`src/rtl/phase_sequencer.sv`:
```
// Four-phase instruction sequencer: one-hot phase rotation, program counter and
// instruction register. Optional halt-on-opcode-0xF support via HALT_OPCODE_EN.
module phase_sequencer (
  input  logic       clk,
  input  logic       reset,
  input  logic       run,
  input  logic       step,
  input  logic       prog_count,
  input  logic       load_inst,
  input  logic [7:0] mem_data,
  output logic       phase0,
  output logic       phase1,
  output logic       phase2,
  output logic       phase3,
  output logic       instr_in0,
  output logic       instr_in1,
  output logic       instr_in2,
  output logic       instr_in3,
  output logic [3:0] operand,
  output logic [3:0] mem_addr,
  output logic       halted
);

  // One-hot encoding so each phase strobe is a bare flop output.
  typedef enum logic [3:0] {
    PH0 = 4'b0001,
    PH1 = 4'b0010,
    PH2 = 4'b0100,
    PH3 = 4'b1000
  } phase_t;

  phase_t      phase_q, phase_d;
  logic [3:0]  pc_q, pc_d;
  logic [7:0]  ir_q, ir_d;
  logic        step_q;
  logic        halt_q;
  logic        step_edge;
  logic        adv;

  assign step_edge = step & ~step_q;
  assign adv       = (run | step_edge) & ~halt_q;

`ifdef HALT_OPCODE_EN
  logic halt_d;

  always_ff @(posedge clk) begin
    if (reset) halt_q <= 1'b0;
    else       halt_q <= halt_d;
  end

  // Halt is judged on the opcode already in IR, before any load on this edge.
  always_comb begin
    halt_d = halt_q;
    if (adv && (phase_q == PH2) && (ir_q[7:4] == 4'hF))
      halt_d = 1'b1;
  end
`else
  assign halt_q = 1'b0;
`endif

  always_comb begin
    phase_d = phase_q;
    pc_d    = pc_q;
    ir_d    = ir_q;
    if (adv) begin
      case (phase_q)
        PH0:     phase_d = PH1;
        PH1:     phase_d = PH2;
        PH2:     phase_d = PH3;
        default: phase_d = PH0;
      endcase
      if (load_inst)  ir_d = mem_data;
      if (prog_count) pc_d = pc_q + 4'd1;
    end
  end

  always_ff @(posedge clk) begin
    if (reset) begin
      phase_q <= PH0;
      pc_q    <= 4'd0;
      ir_q    <= 8'h00;
      step_q  <= 1'b0;
    end else begin
      phase_q <= phase_d;
      pc_q    <= pc_d;
      ir_q    <= ir_d;
      step_q  <= step;
    end
  end

  assign phase0    = phase_q[0];
  assign phase1    = phase_q[1];
  assign phase2    = phase_q[2];
  assign phase3    = phase_q[3];
  assign instr_in0 = ir_q[4];
  assign instr_in1 = ir_q[5];
  assign instr_in2 = ir_q[6];
  assign instr_in3 = ir_q[7];
  assign operand   = ir_q[3:0];
  assign mem_addr  = pc_q;
  assign halted    = halt_q;

endmodule

```
`config.mk`:
```
export PLATFORM = sky130hd
export DESIGN_NAME = phase_sequencer
export DESIGN_NICKNAME = d
export VERILOG_FILES = /design/src/rtl/phase_sequencer.sv
export SDC_FILE = /design/constraint.sdc
export NUM_CORES = 1
export LEC_CHECK = 0
export ABC_AREA = 1
export ABC_CLOCK_PERIOD_IN_PS = 1300
export BUFFER_PORTS_ARGS = -buffer_cell sky130_fd_sc_hd__buf_2
export CAP_MARGIN = 5
export CORE_MARGIN = 2
export CORE_UTILIZATION = 40
export DETAILED_ROUTE_END_ITERATION = 6
export PLACE_DENSITY = 0.68
export REMOVE_ABC_BUFFERS = 1
export SLEW_MARGIN = 20
export SYNTH_ARGS = -nofsm -noshare
export SYNTH_HDL_FRONTEND = slang
export SYNTH_SLANG_ARGS = --single-unit
```
`constraint.sdc`:
```
create_clock -name clk -period 1.3 [get_ports clk]
set_clock_uncertainty 0.05 [all_clocks]
set_input_delay 0.13 -clock clk [delete_from_list [all_inputs] [get_ports clk]]
set_output_delay 0.13 -clock clk [all_outputs]
set_load 0.05 [all_outputs]
```
# Word level (Yosys, flattened, before mapping)
# Cells that the tools add are included.
classes:
  eq_ne: 3
  n_bitwise: 3
  add_sub_neg: 1
  n_reduce_logical: 2
  mux: 1
ops:
  columns: ["op", "count"]
  rows:
  - ["$pmux 4 s3", 1]
  - ["$add 4x1->4 const B", 1]
  - ["$eq 4x1->1 const B", 1]
  - ["$eq 4x2->1 const B", 1]
  - ["$eq 4x3->1 const B", 1]
  - ["$reduce_and 2->1", 2]
  - ["$and 1x1->1", 1]
  - ["$not 1->1", 1]
  - ["$or 1x1->1", 1]
totals:
  ff_bits: 17
  output_inout_bits: 17

# Logic depth before layout (Yosys ltp)
# Gate-level depths: netlist of run 1.
depth:
  depth_word: 4
  ltp_mapped: 8
  depth_no_buf: 8

# Worst setup path after synthesis of run 1
# Ideal clock, no wire load.
synth_timing:
  kind: "reg-to-reg"
  start: "register pc_q[0] (netlist: mem_addr[0])"
  end: "register pc_q[2] (netlist: mem_addr[2])"
  stages_incl_launch_ff: 7
  setup_slack_ns: -0.026
  arrival_time_ns: 1.160
  synth_period_minus_slack_ns: 1.326
  cell_sequence: "dfxtp_1 ha_1 inv_1 nand2_1 nand2_1 nand3_2 a21oi_2"
synth_via:
  elab_chain_len: 1
synth_rtl:
  columns: ["item", "line", "source"]
  rows:
  - ["from (decl)", "33", "logic [3:0] pc_q, pc_d;"]
  - ["from (signal assigned)", "85", "pc_q <= pc_d;"]
  - ["$add 4x1->4", "73", "if (prog_count) pc_d = pc_q + 4'd1;"]
# No other way between the ends.
# A chain may end at the register's enable or synchronous reset.

# Worst setup path after layout of run 1
layout_timing:
  start: "register pc_q[0] (netlist: mem_addr[0])"
  end: "output mem_addr[0]"
layout_rtl:
  columns: ["item", "line", "source"]
  rows:
  - ["to (decl)", "20", "output logic [3:0] mem_addr,"]
# No word-level cell between the ends.

==> out/metrics.cfg, run 1 <==
[place]
gp_congestion = 0.713
io_buffers = 29
dpl_cell_area_sq_um = 890
dp_hpwl_microns = 1080

[detailed_routing]
drc = 0
first_pass_iters = 3
num_vias = 694
viasPerCell = 4.48
drtIter0Drc = 8
ant_nets = 0
routedWlPerCell_microns = 9.35
wl_microns = 1450

[synthesis]
synth_top_cell_area_share_pct = 45.9
yosys_register_bits = 17
synth_cells = 99
netlist_area_sq_um = 741
ys_top_cells_by_area = dfxtp_1 46%, nor2_1 12%, o21ai_0 6.8%
ys_types = 21
yosys.area.top_type = dfxtp_1
ys_seq_area_share_pct = 45.9
yosysWarnings = 0
avgSynthCellArea_sq_um = 7.48

[setup_path]
cp_num_buf_inv = 1
cp.required_ns = 1.12
critical_path_peak_fanout = 5
rr_startpoint = step_q$_SDFF_PP0_
critPathSlowestCell = dfxtp_1
arrival_ns = 0.98
startpoint_type = flip-flop
max_stage_delay_ns = 0.41
cp_top_family = flip-flops
r2r_setup_slack_ns = 0.21
path_class = flip-flop to output pin
rr_worst_depth = 8
worst_setup_path_end_kind = output pin
rr_endpoint = mem_addr[0]$_SDFFE_PP0P_
path_cells = buf_2

[min_path]
holdPathEnd = step_q$_SDFF_PP0_
hold_path_class = input port to flip-flop
holdPathStages = 3
worstHoldStart = step

[layout]
fill_cells = 192
regArea_sq_um = 340
post-route-util_pct = 53.7
antenna_cells = 0
syn2layout_area_growth_pct = 25.2
drive_gt1_share_pct = 31.5
fin_area_sq_um = 927
layout_commonest_cell = buf_2
multi_input_area_sq_um = 314
final_cell_mix = 29 x buf_2, 23 x nor2_1, 17 x dfxtp_1
final_nets = 146

[cts]
htreeDepth = 1
cts_tree = built
clk_latency_ns = 0.28
cts.sink_count = 17
path_clk_slew_ns = 0.10
cts_buffer_depth = 2
cts_setup_buffers = 0
cts-resized-gates = 0
root_buffer = clkbuf_4
numCtsBuffers = 3

[timing]
setup_viol_count_final = 0
finalCritPeriodShare_pct = 89.1
period_needed_ns = 1.16
fin_tns_setup_ns = 0
fmax_mhz = 864
whs_ns = 0.0107
hold_viol = 0
grt_setup_unrepaired = no
finalMaxSlewViolations = 0

[die]
fp.dieW_microns = 47.0
die_h_microns = 47.0
die-area_sq_um = 2210
fp-row-count = 15
core_area_sq_um = 1730
num_io_pins = 31
initial_core_util_pct = 42.9

[power_and_ir_drop]
power_mw = 1.16
power.density_nw_per_um2 = 1250
ir_drop_uv = 583
leakagePower_nw = 0.480

[global_routing]
grt_remaining_overflow = 0
grt_pass1_vias = 605
antenna_found_initial = 0
grt_max_degree = 16
grt_pass1_wl_microns = 2350
grt_usage_pct = 14.9

[outcome]
outcome = completed

[flow_run]
maxCapViolCount = 0

[Yosys cell counts (all sizes together)]
cell,instances
nor2,23
dfxtp,17
inv,15
nand2,15
o21ai,14
a21oi,4
nand4,4
buf,2
nand3,2
clkbuf,1
conb,1
ha,1
[cells by family (layout without fill, tap and decap cells)]
kind of cell | after synthesis | count (layout) | synth area share, %
and+or+nand+nor | 44 | 44 | 27.0
buffers and inverters | 18 | 49 | 11.7
DFF | 17 | 17 | 45.9
AOI/OAI and AO/OA | 18 | 18 | 13.2
adders and majority gates | 1 | 1 | 1.69
other | 1 | 1 | 0.506
[flip-flops by register name (all words and copies together), names as in the netlist]
signal	flops
ir_q	8
mem_addr	4
phase_q	4
step_q	1
[what timing repair did]
item / in CTS / in global routing
hold buffers: 1 / 0
endpoints found under the hold margin: 2 / 0
endpoints found under the setup margin: 0 / 0
[metrics by stage]
stage / std cells / setup WS (ns)
after floorplan: 96 / -0.0257
after global placement: 150 / 0.262
after detailed placement: 150 / 0.245
after CTS: 155 / 0.133
after global routing: 155 / 0.0692
final: 155 / 0.142
[worst max-delay path by stage]
stage                              from                  endpoint  slack, ns  cells after the start
2_1_floorplan  mem_addr[0]$_SDFFE_PP0P_  mem_addr[2]$_SDFFE_PP0P_      -0.03                      6
3_3_place_gp          step_q$_SDFF_PP0_  mem_addr[0]$_SDFFE_PP0P_       0.26                      8
3_5_place_dp          step_q$_SDFF_PP0_  mem_addr[0]$_SDFFE_PP0P_       0.25                      8
4_1_cts        mem_addr[0]$_SDFFE_PP0P_               mem_addr[0]       0.13                      1
5_1_grt        mem_addr[0]$_SDFFE_PP0P_               mem_addr[0]       0.07                      1
6_report       mem_addr[0]$_SDFFE_PP0P_               mem_addr[0]       0.14                      1
[routing by layer]
metal / vias up / track usage [%] / part of all wire, %
met1: 300 / 17.4 / 49
met2: 21 / 25.5 / 43
met3: 2 / 4.62 / 7.5
met5: - / 0 / 0
li1: 371 / - / -
met4: 0 / 5.56 / 0.55
[area by class of cell]
type                            count  share of cell area, %
Tap cell                           25                   3.37
Multi-Input combinational cell     64                   33.9
Clock buffer                        3                   2.43
Timing Repair Buffer               30                   16.7
Inverter                           15                   6.34
Sequential cell                    17                   36.7
Clock inverter                      1                  0.540
[power by group]
group	leakage [nW]	internal, mW	switching [mW]	total (mW)
combinational	0.322	0.0797	0.227	0.307
clock	0.0177	0.114	0.155	0.269
sequential	0.140	0.559	0.0241	0.583
total	0.480	0.752	0.406	1.16
Note: power is estimated with default switching activity, not from simulation.
==> run 2: changes to the inputs <==
--- a/config.mk
+++ b/config.mk
@@ -7,12 +7,11 @@
 export LEC_CHECK = 0
 export ABC_AREA = 1
 export ABC_CLOCK_PERIOD_IN_PS = 1300
-export BUFFER_PORTS_ARGS = -buffer_cell sky130_fd_sc_hd__buf_2
 export CAP_MARGIN = 5
-export CORE_MARGIN = 2
 export CORE_UTILIZATION = 40
 export DETAILED_ROUTE_END_ITERATION = 6
-export PLACE_DENSITY = 0.68
+export DONT_BUFFER_PORTS = 1
+export PLACE_DENSITY = 0.53
 export REMOVE_ABC_BUFFERS = 1
 export SLEW_MARGIN = 20
 export SYNTH_ARGS = -nofsm -noshare
==> run 2 against run 1 <==
Effect of this change:
- worst setup slack gained 0.080 ns
- wire length grew 2.4%
- critical endpoint is now phase1
- global-route usage grew 1.6 points
- core utilization grew 4.3 points
- combinational power grew 7.8%
- highest routed layer unchanged
- sequential power is essentially flat
- largest power group unchanged
==> out/metrics.cfg, run 2 (synthesis results as in run 1) <==
[cts]
cts_buffer_depth = 2  ; unchanged
cts_tree = built  ; unchanged
clk_latency_ns = 0.28  ; about the same
root_buffer = clkbuf_4  ; unchanged
holdBufCountCts = 11  ; was 1
numCtsBuffers = 3  ; unchanged
cts-resized-gates = 0  ; unchanged
cts_setup_buffers = 0  ; unchanged
cts.sink_count = 17  ; unchanged
path_clk_slew_ns = 0.11  ; was 0.10 ns
htreeDepth = 1  ; unchanged

[global_routing]
grt_pass1_wl_microns = 2420  ; was 2350 microns
grt_max_degree = 16  ; unchanged
grt_pass1_vias = 627  ; was 605
grt_usage_pct = 16.5  ; was 14.9%
antenna_found_initial = 0  ; unchanged
grt_remaining_overflow = 0  ; unchanged

[layout]
final_nets = 143  ; was 146
drive_gt1_share_pct = 22.0  ; was 31.5%
syn2layout_area_growth_pct = 35.3  ; was 25.2%
antenna_cells = 0  ; unchanged
largest-register = ir_q  ; unchanged
largest_reg_flops = 8  ; unchanged
final_cell_mix = 23 x nor2_1, 17 x dfxtp_1, 16 x buf_4  ; was 29 x buf_2, 23 x nor2_1, 17 x dfxtp_1
fin_cells = 152  ; was 155
layout_commonest_cell = nor2_1  ; was buf_2

[place]
dp_hpwl_microns = 987  ; was 1080 microns
io_buffers = 0  ; was 29
gp_congestion = 0.770  ; was 0.713
dp.cells = 137  ; was 150

[die]
fp.dieW_microns = 45.0  ; was 47.0 microns
fp-row-count = 15  ; unchanged
num_io_pins = 31  ; unchanged
core_area_sq_um = 1730  ; unchanged
initial_core_util_pct = 42.9  ; unchanged
die-area_sq_um = 2030  ; was 2210 sq um
die_h_microns = 45.0  ; was 47.0 microns

[detailed_routing]
drc = 0  ; unchanged
first_pass_iters = 4  ; was 3
drtIter0Drc = 8  ; unchanged
num_vias = 694  ; unchanged
ant_nets = 0  ; unchanged
wl_microns = 1490  ; was 1450 microns
routedWlPerCell_microns = 9.77  ; was 9.35 microns
viasPerCell = 4.57  ; was 4.48

[power_and_ir_drop]
power.density_nw_per_um2 = 1200  ; was 1250 nW/um^2
switching_power_uw = 423  ; was 406 uW
p_int_uw = 780  ; was 752 uW
leakagePower_nw = 0.475  ; was 0.480 nW
pwr-share-clk_pct = 24.0  ; was 23.2%
p_seq_share_pct = 48.4  ; was 50.3%
ir_drop_uv = 771  ; was 583 uV
combPwrFrac_pct = 27.6  ; was 26.5%
switching_share_pct = 35.1  ; about the same

[timing]
finalMaxSlewViolations = 0  ; unchanged
fmax_mhz = 927  ; was 864 MHz
hold_viol = 0  ; unchanged
period_needed_ns = 1.08  ; was 1.16 ns
fin_tns_setup_ns = 0  ; unchanged
setup_viol_count_final = 0  ; unchanged
finalCritPeriodShare_pct = 82.9  ; was 89.1%
grt_setup_unrepaired = no  ; unchanged
whs_ns = 0.00712  ; was 0.0107 ns

[setup_path]
cp.required_ns = 1.12  ; about the same
path_cells = buf_4  ; was buf_2
startpoint_type = flip-flop  ; unchanged
max_stage_delay_ns = 0.39  ; was 0.41 ns
cp_top_family = flip-flops  ; unchanged
worst_setup_path_end_kind = output pin  ; unchanged
critical_path_peak_fanout = 4  ; was 5
arrival_ns = 0.90  ; was 0.98 ns
cp-startpoint = phase_q[1]$_SDFFE_PP0N_  ; was mem_addr[0]$_SDFFE_PP0P_
critPathSlowestCell = dfxtp_1  ; unchanged
path_class = flip-flop to output pin  ; unchanged
cp_num_buf_inv = 1  ; unchanged
rr_startpoint = step_q$_SDFF_PP0_  ; unchanged

[min_path]
hold_path_class = input port to flip-flop  ; unchanged
worstHoldStart = prog_count  ; was step

[flow_run]
maxCapViolCount = 0  ; unchanged

[outcome]
outcome = completed  ; unchanged

## run 2: layout make-up
| class | instances | area [sq um] |
|---|---|---|
| fill | 173 | 724 |
| sequential | 17 | 340 |
| multi-input combinational | 64 | 314 |
| timing repair buffer | 27 | 230 |
| inverter | 15 | 58.8 |
| tap | 25 | 31.3 |
| clock buffer | 3 | 22.5 |
| clock inverter | 1 | 5.00 |
## run 2: final timing paths
path | to | slack, ns | cells after the start
setup / recovery | phase1 | 0.22 | 1
hold / removal | mem_addr[3]$_SDFFE_PP0P_ | 0.007 | 4
setup reg to reg | ir_q[4]$_SDFFE_PP0P_ | 0.23 | 6
hold reg to reg | ir_q[3]$_SDFFE_PP0P_ | 0.44 | 2
## run 2: metrics by stage
step	setup slack, ns	cell area [sq um]	total power [mW]	util (%)
floorplan	-0.0257	713	0.822	-
global placement	0.296	865	0.896	50.1
detailed placement	0.259	865	0.899	50.1
CTS	0.214	1000	1.21	58.0
global route	0.0761	1000	1.27	58.0
finish	0.222	1000	1.20	58.0
## run 2: routing by layer
metal	up-vias	GRT usage, %	part of all wire (%)
met5	-	0	0
met4	0	8.48	0.40
met3	2	4.40	6.3
met2	21	29.0	52
met1	304	17.9	41
li1	367	-	-
## run 2: worst reg2reg max path, delay by kind of cell, from the launching register on
kind	cells	cell delay, ns
buffers and inverters	1	0.05
flip-flops	1	0.31
AO/OA/AOI/OAI	1	0.20
AND/OR/NAND/NOR	4	0.37
## run 2: power groups by stage
stage | Combinational [mW] | Clock, mW | Sequential [mW]
floorplan | 0.102 | 0 | 0.720
global placement | 0.302 | 0 | 0.594
detailed placement | 0.304 | 0 | 0.595
CTS | 0.333 | 0.293 | 0.583
global route | 0.362 | 0.325 | 0.587
finish | 0.331 | 0.289 | 0.583
